**src/rtl/sid_filter_mc.sv**
```systemverilog
// sid_filter_mc
// Time-multiplexed SID state-variable filter. One shared signed 16x16
// multiplier serves CHANNELS independent filter state sets; each accepted
// request runs one filter update (BP, LP, HP) followed by volume mixing (MIX)
// and reports the result with a one-cycle done pulse. Results saturate.
//
// Ports:
//   clk, rst          clock, synchronous active-high reset
//   start, ch         request pulse (sampled only in IDLE) and channel index
//   w0, q_inv         signed cutoff coefficient, unsigned 1/Q << 8
//   vi, vd            signed filter input sum, signed direct-path sum
//   mode, vol         output select {hp, bp, lp}, master volume
//   busy, done        sequence in progress, result valid pulse
//   vlp_o/vbp_o/vhp_o updated state of the served channel
//   audio_o           volume-scaled mixer output
module sid_filter_mc #(
    parameter int  CHANNELS = 4,
    parameter int  DATA_W   = 24,
    localparam int CH_W     = (CHANNELS > 1) ? $clog2(CHANNELS) : 1
) (
    input  logic                     clk,
    input  logic                     rst,
    input  logic                     start,
    input  logic [CH_W-1:0]          ch,
    input  logic signed [15:0]       w0,
    input  logic [8:0]               q_inv,
    input  logic signed [DATA_W-1:0] vi,
    input  logic signed [DATA_W-1:0] vd,
    input  logic [2:0]               mode,
    input  logic [3:0]               vol,
    output logic                     busy,
    output logic                     done,
    output logic signed [DATA_W-1:0] vlp_o,
    output logic signed [DATA_W-1:0] vbp_o,
    output logic signed [DATA_W-1:0] vhp_o,
    output logic signed [DATA_W-1:0] audio_o
);

    localparam int S  = DATA_W - 16;
    localparam int SH = 33 - DATA_W;
    // Working width large enough for q_inv*hi(x) minus two DATA_W terms
    // and for the four-term mixer sum.
    localparam int WW = DATA_W + 18;

    localparam logic [2:0] ST_IDLE = 3'd0;
    localparam logic [2:0] ST_BP   = 3'd1;
    localparam logic [2:0] ST_LP   = 3'd2;
    localparam logic [2:0] ST_HP   = 3'd3;
    localparam logic [2:0] ST_MIX  = 3'd4;

    localparam int unsigned CHN = CHANNELS;
    localparam logic [CH_W:0] CH_LIMIT = CHN[CH_W:0];

    localparam logic signed [WW-1:0] D_MAX   = {{(WW-DATA_W+1){1'b0}}, {(DATA_W-1){1'b1}}};
    localparam logic signed [WW-1:0] D_MIN   = {{(WW-DATA_W+1){1'b1}}, {(DATA_W-1){1'b0}}};
    localparam logic signed [WW-1:0] A16_MAX = {{(WW-15){1'b0}}, {15{1'b1}}};
    localparam logic signed [WW-1:0] A16_MIN = {{(WW-15){1'b1}}, {15{1'b0}}};

    function automatic logic signed [WW-1:0] ext(input logic signed [DATA_W-1:0] x);
        return {{(WW-DATA_W){x[DATA_W-1]}}, x};
    endfunction

    function automatic logic signed [DATA_W-1:0] sat(input logic signed [WW-1:0] x);
        logic signed [WW-1:0] y;
        if (x > D_MAX) begin
            y = D_MAX;
        end else if (x < D_MIN) begin
            y = D_MIN;
        end else begin
            y = x;
        end
        return y[DATA_W-1:0];
    endfunction

    logic [2:0]               state_q, state_d;
    logic                     busy_q, busy_d;
    logic                     done_q, done_d;
    logic                     accept;
    logic [CH_W-1:0]          ch_q;
    logic signed [15:0]       w0_q;
    logic [8:0]               qInv_q;
    logic signed [DATA_W-1:0] vi_q, vd_q;
    logic [2:0]               mode_q;
    logic [3:0]               vol_q;
    logic signed [DATA_W-1:0] vbpNew_q, vlpNew_q, vhpNew_q;
    logic signed [DATA_W-1:0] vlpMem_q [CHANNELS];
    logic signed [DATA_W-1:0] vbpMem_q [CHANNELS];
    logic signed [DATA_W-1:0] vhpMem_q [CHANNELS];

    logic signed [15:0]       mulA, mulB;
    logic signed [31:0]       product;
    logic signed [WW-1:0]     prodWide, shiftedProd;
    logic signed [WW-1:0]     bpSum, lpSum, hpSum;
    logic signed [WW-1:0]     amix, ampShift;
    logic signed [15:0]       a16;

    assign busy = busy_q;
    assign done = done_q;

    // Sequencer: a request is taken only in IDLE and only for an existing
    // channel. busy stays high through the done cycle; a request accepted
    // in that cycle keeps it high without a gap.
    always_comb begin
        accept  = (state_q == ST_IDLE) && start && ({1'b0, ch} < CH_LIMIT);
        state_d = state_q;
        case (state_q)
            ST_IDLE: if (accept) state_d = ST_BP;
            ST_BP:   state_d = ST_LP;
            ST_LP:   state_d = ST_HP;
            ST_HP:   state_d = ST_MIX;
            default: state_d = ST_IDLE;
        endcase
        done_d = (state_q == ST_MIX);
        busy_d = (state_d != ST_IDLE) || done_d;
    end

    // Operand selection for the single shared multiplier. The mixer sum is
    // reduced to 16 bits with clamping before it is scaled by the volume.
    always_comb begin
        amix = ext(vd_q);
        if (mode_q[0]) amix = amix + ext(vlpNew_q);
        if (mode_q[1]) amix = amix + ext(vbpNew_q);
        if (mode_q[2]) amix = amix + ext(vhpNew_q);
        ampShift = amix >>> S;
        if (ampShift > A16_MAX) begin
            a16 = 16'sh7fff;
        end else if (ampShift < A16_MIN) begin
            a16 = 16'sh8000;
        end else begin
            a16 = ampShift[15:0];
        end

        mulA = '0;
        mulB = '0;
        case (state_q)
            ST_BP: begin
                mulA = w0_q;
                mulB = vhpMem_q[ch_q][DATA_W-1:S];
            end
            ST_LP: begin
                mulA = w0_q;
                mulB = vbpMem_q[ch_q][DATA_W-1:S];
            end
            ST_HP: begin
                mulA = {7'b0, qInv_q};
                mulB = vbpNew_q[DATA_W-1:S];
            end
            ST_MIX: begin
                mulA = {8'b0, vol_q, 4'b0};
                mulB = a16;
            end
            default: ;
        endcase
    end

    assign product     = mulA * mulB;
    assign prodWide    = {{(WW-32){product[31]}}, product};
    assign shiftedProd = prodWide >>> SH;
    // BP and LP both read the stored (old) state; only HP sees the new values.
    assign bpSum       = ext(vbpMem_q[ch_q]) - shiftedProd;
    assign lpSum       = ext(vlpMem_q[ch_q]) - shiftedProd;
    assign hpSum       = prodWide - ext(vlpNew_q) - ext(vi_q);

    // Request capture, per-step result registers, and writeback of the new
    // channel state and outputs at the end of the MIX cycle.
    always_ff @(posedge clk) begin
        if (rst) begin
            state_q  <= ST_IDLE;
            busy_q   <= 1'b0;
            done_q   <= 1'b0;
            ch_q     <= '0;
            w0_q     <= '0;
            qInv_q   <= '0;
            vi_q     <= '0;
            vd_q     <= '0;
            mode_q   <= '0;
            vol_q    <= '0;
            vbpNew_q <= '0;
            vlpNew_q <= '0;
            vhpNew_q <= '0;
            vlp_o    <= '0;
            vbp_o    <= '0;
            vhp_o    <= '0;
            audio_o  <= '0;
            for (int i = 0; i < CHANNELS; i++) begin
                vlpMem_q[i] <= '0;
                vbpMem_q[i] <= '0;
                vhpMem_q[i] <= '0;
            end
        end else begin
            state_q <= state_d;
            busy_q  <= busy_d;
            done_q  <= done_d;
            if (accept) begin
                ch_q   <= ch;
                w0_q   <= w0;
                qInv_q <= q_inv;
                vi_q   <= vi;
                vd_q   <= vd;
                mode_q <= mode;
                vol_q  <= vol;
            end
            case (state_q)
                ST_BP:  vbpNew_q <= sat(bpSum);
                ST_LP:  vlpNew_q <= sat(lpSum);
                ST_HP:  vhpNew_q <= sat(hpSum);
                ST_MIX: begin
                    vlpMem_q[ch_q] <= vlpNew_q;
                    vbpMem_q[ch_q] <= vbpNew_q;
                    vhpMem_q[ch_q] <= vhpNew_q;
                    vlp_o          <= vlpNew_q;
                    vbp_o          <= vbpNew_q;
                    vhp_o          <= vhpNew_q;
                    audio_o        <= sat(prodWide);
                end
                default: ;
            endcase
        end
    end

endmodule

```
**config.mk**
```make
export PLATFORM = sky130hd
export DESIGN_NAME = sid_filter_mc
export DESIGN_NICKNAME = d
export VERILOG_FILES = /design/src/rtl/sid_filter_mc.sv
export SDC_FILE = /design/constraint.sdc
export NUM_CORES = 2
export LEC_CHECK = 0
export CAP_MARGIN = 40
export CORE_ASPECT_RATIO = 0.75
export CORE_MARGIN = 3
export CORE_UTILIZATION = 63
export CTS_CLUSTER_SIZE = 12
export DETAILED_ROUTE_END_ITERATION = 6
export MAX_ROUTING_LAYER = met4
export PLACE_DENSITY = 0.82
export SETUP_SLACK_MARGIN = 0.2
export SYNTH_ARGS = -nofsm -noshare
export SYNTH_HDL_FRONTEND = slang
export SYNTH_SLANG_ARGS = --single-unit
```
**constraint.sdc**
```tcl
create_clock -name clk -period 46.3 [get_ports clk]
set_input_delay 6.945 -clock clk [delete_from_list [all_inputs] [get_ports clk]]
set_output_delay 6.945 -clock clk [all_outputs]
set_load 0.005 [all_outputs]
```
---- Word level (Yosys, flattened, before mapping) ----
Memories as Yosys holds them, arrays and structs flattened. A register that Yosys moved wholly into a read port is not among the register bits.
Cells that the tools add are included.
storage, ports and cells
  output and inout port bits .............. 98
  bits in writable memories ............... 288
  input port bits ......................... 85
  latch bits .............................. 0
  memory bits (read-only) ................. 0
  flip-flop bits (word level) ............. 255
  word-level logic and storage cells ...... 87
  memories kept ........................... 3
memory list
  name      depth  bits a word  rd ports  clocked after Yosys merged registers in  write ports  line  RTL
  vbpMem_q  4      24           1         1                                        4            87    logic signed [DATA_W-1:0] vbpMem_q [CHANNELS];
  vhpMem_q  4      24           1         1                                        4            88    logic signed [DATA_W-1:0] vhpMem_q [CHANNELS];
  vlpMem_q  4      24           1         1                                        4            86    logic signed [DATA_W-1:0] vlpMem_q [CHANNELS];
operators by class
  magnitude comparators ................... 10
  shift-type cells ........................ 0
  reduce and logical (&&, ||, !) cells .... 8
  divide/modulo/power cells ............... 0
  bitwise gates (word level) .............. 0
  equal/unequal tests ..................... 4
  $mul .................................... 1
  mux-type cells .......................... 37
  $add $sub $neg .......................... 7
operators by type and width
  operator                                                                            count
  24-bit 2-to-1 mux                                                                   11
  42-bit 2-to-1 mux                                                                   3
  42-bit by 24-bit adder with 42-bit output                                           2
  24-bit OR reduction                                                                 3
  16-bit one-hot mux with 4 select lines                                              1
  25-bit by 24-bit greater-than comparator with 1-bit output (second input constant)  2
  25-bit by 24-bit < comparator with 1-bit output (second input constant)             2
  24-bit by 23-bit subtractor with 25-bit output                                      2
  16-bit one-hot mux with 3 select lines                                              1
  34-bit by 16-bit greater-than comparator with 1-bit output (second input constant)  1
  34-bit by 24-bit greater-than comparator with 1-bit output (second input constant)  1
  34-bit by 16-bit < comparator with 1-bit output (second input constant)             1
  34-bit by 24-bit < comparator with 1-bit output (second input constant)             1
  33-bit by 24-bit subtractor with 34-bit output                                      1
  32-bit by 24-bit subtractor with 33-bit output                                      1
  32-bit by 24-bit greater-than comparator with 1-bit output (second input constant)  1
  32-bit by 24-bit < comparator with 1-bit output (second input constant)             1
  16-bit by 16-bit multiplier with 32-bit output                                      1
  16-bit 2-to-1 mux                                                                   2
  24-bit by 24-bit adder with 25-bit output                                           1
  2-bit 2-to-1 mux                                                                    9
  3-bit one-hot mux with 4 select lines                                               1
  1-bit 2-to-1 mux                                                                    8
  3-bit by 2-bit equality test with 1-bit output (second input constant)              2
  8 further kinds                                                                     8

---- Logic depth before layout (Yosys ltp) ----
  depth after elaboration ................. 16
  gate-level depth with buffers ........... 74
  mapped depth without buffers ............ 71

---- Least setup slack after synthesis ----
OpenSTA, ideal clock, no wires.
  kind .................................... register to register
  from .................................... reg vlpNew_q[9]
  to ...................................... reg vhpNew_q[17]
  period minus slack after synthesis ...... 16.196 ns
  slack ................................... 30.104 ns
  library setup time ...................... 0.086 ns
  buffers on the path ..................... 1
  arrival ................................. 16.110 ns
  stages on the path, launching flop included .. 62
  data required time ...................... 46.214 ns
  path through ............................ dfxtp_1 -> ha_1 -> a21o_1 -> a31o_2 -> a221o_1 -> or2_2 -> a21o_1 -> a21o_1 -> xor2_1 -> mux2_2 -> ha_1 -> and4_1 -> nand2_1 -> o2bb2ai_1 -> nor3_1 -> o41a_1 -> o21bai_1 -> xnor2_1 -> (+26 left out) -> nor2_1 -> nor2_1 -> o21ai_0 -> a21boi_0 -> fa_1 -> ha_1 -> and3_1 -> and3_1 -> a221o_1 -> a311o_1 -> nand2_1 -> xnor2_1 -> or4b_1 -> or4_1 -> o31ai_4 -> buf_4 -> nand2_1 -> a211oi_1
on the way
  longest elaborated chain between the ends .. 16
  elaborated cells between the ends (all ways) .. 18
  those cells by class .................... add/sub: 5; mul: 1; order compare: 4; mux: 8
RTL lines
  element                                           line  RTL
  start, declared                                   85    logic signed [DATA_W-1:0] vbpNew_q, vlpNew_q, vhpNew_q;
  start signal, assigned                            205   ST_LP: vlpNew_q <= sat(lpSum);
  24-bit by 24-bit adder with 25-bit output         121   if (mode_q[0]) amix = amix + ext(vlpNew_q);
  42-bit 2-to-1 mux                                 121
  42-bit by 24-bit adder with 42-bit output         122   if (mode_q[1]) amix = amix + ext(vbpNew_q);
  42-bit 2-to-1 mux                                 122
  42-bit by 24-bit adder with 42-bit output         123   if (mode_q[2]) amix = amix + ext(vhpNew_q);
  42-bit 2-to-1 mux                                 123
  34-bit by 16-bit < comparator with 1-bit output   127   end else if (ampShift < A16_MIN) begin
  16-bit 2-to-1 mux                                 127
  16-bit 2-to-1 mux                                 125   if (ampShift > A16_MAX) begin
  16-bit one-hot mux with 4 select lines            135   case (state_q)
  16-bit by 16-bit multiplier with 32-bit output    156   assign product = mulA * mulB;
  32-bit by 24-bit subtractor with 33-bit output *  162   assign hpSum = prodWide - ext(vlpNew_q) - ext(vi_q);
  33-bit by 24-bit subtractor with 34-bit output *  162
  34-bit by 24-bit < comparator with 1-bit output   67    end else if (x < D_MIN) begin
  24-bit 2-to-1 mux                                 67
  24-bit 2-to-1 mux *                               65    if (x > D_MAX) begin
  end signal, assigned                              206   ST_HP: vhpNew_q <= sat(hpSum);
  end, declared                                     85
Mark *: on every way between the ends. The rest lies on a longest branch, timed or not.
A chain may end at the register's enable or synchronous reset.

---- Final worst setup path ----
  from .................................... reg vlpNew_q[0]
  to ...................................... reg vbpNew_q[12]
on the way
  longest elaborated chain between the ends .. 15
  elaborated cells between the ends (all ways) .. 17
  those cells by class .................... add/sub: 4; mul: 1; order compare: 4; mux: 8
RTL lines
  element                                           line  RTL
  24-bit by 24-bit adder with 25-bit output *       121
  42-bit 2-to-1 mux *                               121
  42-bit by 24-bit adder with 42-bit output         122
  42-bit 2-to-1 mux *                               122
  42-bit by 24-bit adder with 42-bit output         123
  42-bit 2-to-1 mux *                               123
  34-bit by 16-bit < comparator with 1-bit output   127
  16-bit 2-to-1 mux                                 127
  16-bit 2-to-1 mux *                               125
  16-bit one-hot mux with 4 select lines *          135
  16-bit by 16-bit multiplier with 32-bit output *  156
  24-bit by 23-bit subtractor with 25-bit output *  160   assign bpSum = ext(vbpMem_q[ch_q]) - shiftedProd;
  25-bit by 24-bit < comparator with 1-bit output   67
  24-bit 2-to-1 mux                                 67
  24-bit 2-to-1 mux *                               65
  end signal, assigned                              204   ST_BP: vbpNew_q <= sat(bpSum);
  end, declared                                     85
Marked as above.

==> summary.md <==
| Metric | Value |
|---|---|
| Status | completed |
| CP Launch Type | register |
| Worst-Margin Slew | 1.03 ns |
| Peak VDD IR | 39.4 uV |
| Slew Limit Fails | 0 |
| Final net count | 5,202 |
| First-pass GRT wire length | 218 mm |
| Synthesized area | 0.0417 mm^2 |
| Worst path max stage delay | 0.87 ns |
| Iteration-0 DRC Markers | 5,065 |
| Pwr/cell area | 35.4 mW/mm^2 |
| Final antenna-violating net count | 0 |
| Commonest cells after routing, fill and taps aside | nand2_1 (496), inv_1 (464), nor2_1 (313) |
| Post-synth EDFFs | 256 |
| Pin count of the biggest net entering global routing | 69 |
| Count of input and output buffers | 182 |
| H-Tree Depth | 2 |
| Cell mode on critical path | fa_1 |
| DIE AREA | 0.0693 mm^2 |
| Yosys warnings | 0 |
| Pint | 0.000985 W |
| Post-CTS sizing | 0 |
| Post-route setup TNS | 0 ns |
| CP arrival | 20.24 ns |
| Worst slew margin | 30.7% |
| I/O pin count | 183 |
| Initial antenna violation count | 9 |
| CTS root buf | clkbuf_16 |
| Number of global-route vias before repair | 34,189 |
| Clock power frac | 26.6% |
| Design Power | 0.00164 W |
| Overflow after GRT | 0 |
| Critical path peak fanout | 22 |
| Synth Net Count | 5,080 |
| CTS tree | built |
| FMAX | 50.7 MHz |
| Worst hold slack | 0.449 ns |
| Die Height | 229 um |
| Count of max-cap constraint violations | 0 |
| # Post-CTS Setup Buffers | 0 |
| Cell count after synthesis | 4,445 |
| Netlist cell types | 108 |
| Avg Vias per Cell | 6.52 |
| Placed cells | 5,382 |
| R2r setup slk | 26.59 ns |
| Layout cells sized above 1 | 7.59% |
| Post-Layout Cell Count | 5,499 |
| Final clock skew | 0.0198 ns |
| Vias | 35,826 |
| Area Overhead vs Synth | 11.1% |
| Core Area | 0.0654 mm^2 |
| Yosys reg bits | 513 |
| Sequential power share | 32.3% |
| Clock Path Buffers | 3 |
| Worst setup path class | register to register |
| DP HPWL | 111 mm |
| Clock Sinks | 513 |
| Worst Hold Class | register to register |
| Sequential fraction of the synthesis area | 30.8% |
| Final period util | 42.6% |
| Ys async rst share | 0% |
| Crit path time final | 19.71 ns |
| Worst skew pair latency | 0.64 ns |
| Final hold vios | 0 |
| # DRC | 0 |
| Setup violators final | 0 |
| Hold_buf cts | 0 |
| Total CTS buffers | 54 |
| WL final | 146 mm |
| Pre-CTS setup slack | 27.22 ns |
| Hold path startpoint | vbp_o[12] |
| All-layer global routing usage | 43.3% |
| Worst Path Required | 46.83 ns |
| Net switching power of the design | 0.000654 W |
| First drt pass iteration count | 6 |
| Std cell rows | 81 |
| Setup crit end kind | register |
| Top flop regs | vbpMem_q (96), vlpMem_q (96), vhpMem_q (64) |
| Initial Util | 63.8% |
| Clock-pin slew on the worst setup and hold paths | 0.07 ns |
| Setup WS post-layout | 26.59 ns |
| Main synth FF type | dfxtp_1 |
| Switching share of power | 39.9% |
| WHS Endpoint | vbp_o[12] |
| Slowest-stage cell, CP | nor4_2 |
| Die X | 303 um |
| RSZ-0062 raised after global routing | false |
| Routability cong. | 1.06 |
| Detail-routed net length per standard cell | 26.5 um |
| Crit Reg-Reg Startpoint | vlpNew_q[0] |
| Hold Path Stages | 1 |
| Syn Area/Cell | 9.38 um^2 |
| Comb power frac | 41.1% |
| RR Endpoint | vbpNew_q[12] |
| Leakage | 20.5 nW |
| Commonest non-fill, non-tap cell in the layout | nand2_1 |
| FF-to-FF path depth | 63 |
-- cell type report --
type                    instances  area (um^2)
multi-input cells            3269        26400
inverters                     466         1750
clock buffers                  85         1550
flip-flops and latches        513        12800
diodes                         16         40.0
clock inverters                16          183
repair buffers                263         2470
fillers                      4966        19100
well taps                     871         1090
-- worst max-delay path, delay by kind of cell, from the launching register on --
family	cells	cell delay (ns)
AO/OA/AOI/OAI	22	7.44
XOR/XNOR	4	0.52
buffers and inverters	7	1.14
flip-flops	1	0.37
adder cells (fa/ha/maj)	12	5.49
AND/OR/NAND/NOR	16	4.01
multiplexers	2	0.60
-- how the worst max path moves through the flow --
stage | slack (ns) | to | start | cells after the start
global route | 25.73 | vhpNew_q[0] | vlpNew_q[0] | 64
finish | 26.59 | vbpNew_q[12] | vlpNew_q[0] | 63
detailed placement | 27.22 | vhpNew_q[0] | vlpNew_q[0] | 63
global placement | 25.58 | vhpNew_q[0] | vlpNew_q[0] | 64
floorplan | 30.10 | vhpNew_q[17] | vlpNew_q[9] | 61
CTS | 27.13 | vhpNew_q[0] | vlpNew_q[0] | 63
-- cells by family (layout without fill, tap and decap cells) --
| kind of cell | after synthesis | after routing | synth area share, % |
|---|---|---|---|
| muxes | 109 | 109 | 4.62 |
| AOI/OAI and AO/OA | 1005 | 1005 | 16.5 |
| adders and majority gates | 552 | 552 | 21.9 |
| and+or+nand+nor | 1444 | 1444 | 16.7 |
| other | 0 | 16 | 0 |
| DFF | 513 | 513 | 30.8 |
| buffers and inverters | 663 | 830 | 6.17 |
| xor gates and xnor gates | 159 | 159 | 3.34 |
-- layer usage --
layer	wire length, um	up-vias	GRT usage, %
met5	0	-	-
met2	56100	2586	55.1
met1	59800	17207	63.0
met4	5950	0	14.3
met3	23800	339	16.1
li1	-	15694	-
-- metrics by stage --
stage,area [um^2],utilization [%]
5_1_grt,46300,70.8
4_1_cts,46300,70.8
3_5_place_dp,44500,68.1
2_1_floorplan,41700,-
3_3_place_gp,44400,67.9
6_report,46300,70.8
-- synth_stat cells, drive strengths merged (26+ instances only) --
cell type / number / share of area [%]
ha: 251 / 7.5
xnor2: 99 / 2.1
a22oi: 28 / 0.50
mux4: 64 / 3.5
a31oi: 27 / 0.44
a211oi: 77 / 1.5
nor3: 64 / 0.79
o21bai: 26 / 0.47
clkbuf: 163 / 1.5
nand3: 59 / 0.71
nand2b: 46 / 0.69
o21a: 32 / 0.58
nand4: 32 / 0.48
o21ai: 170 / 2.1
and3: 81 / 1.2
a21o: 148 / 2.7
buf: 34 / 0.50
nor2: 319 / 2.9
xor2: 60 / 1.3
edfxtp: 256 / 18
o31ai: 27 / 0.62
nand2: 496 / 4.5
inv: 465 / 4.2
and2: 225 / 3.4
mux2: 29 / 0.78
dfxtp: 257 / 12
fa: 299 / 14
o211ai: 29 / 0.53
a21oi: 290 / 3.5
-- power groups by stage --
stage          sequential (W)  clock (W)  combinational, W
2_1_floorplan        0.000520          0          0.000463
3_3_place_gp         0.000536          0          0.000634
6_report             0.000529   0.000436          0.000673
5_1_grt              0.000530   0.000455          0.000727
3_5_place_dp         0.000537          0          0.000641
4_1_cts              0.000527   0.000436          0.000648
No activity file was read; power rests on OpenSTA's default activity.
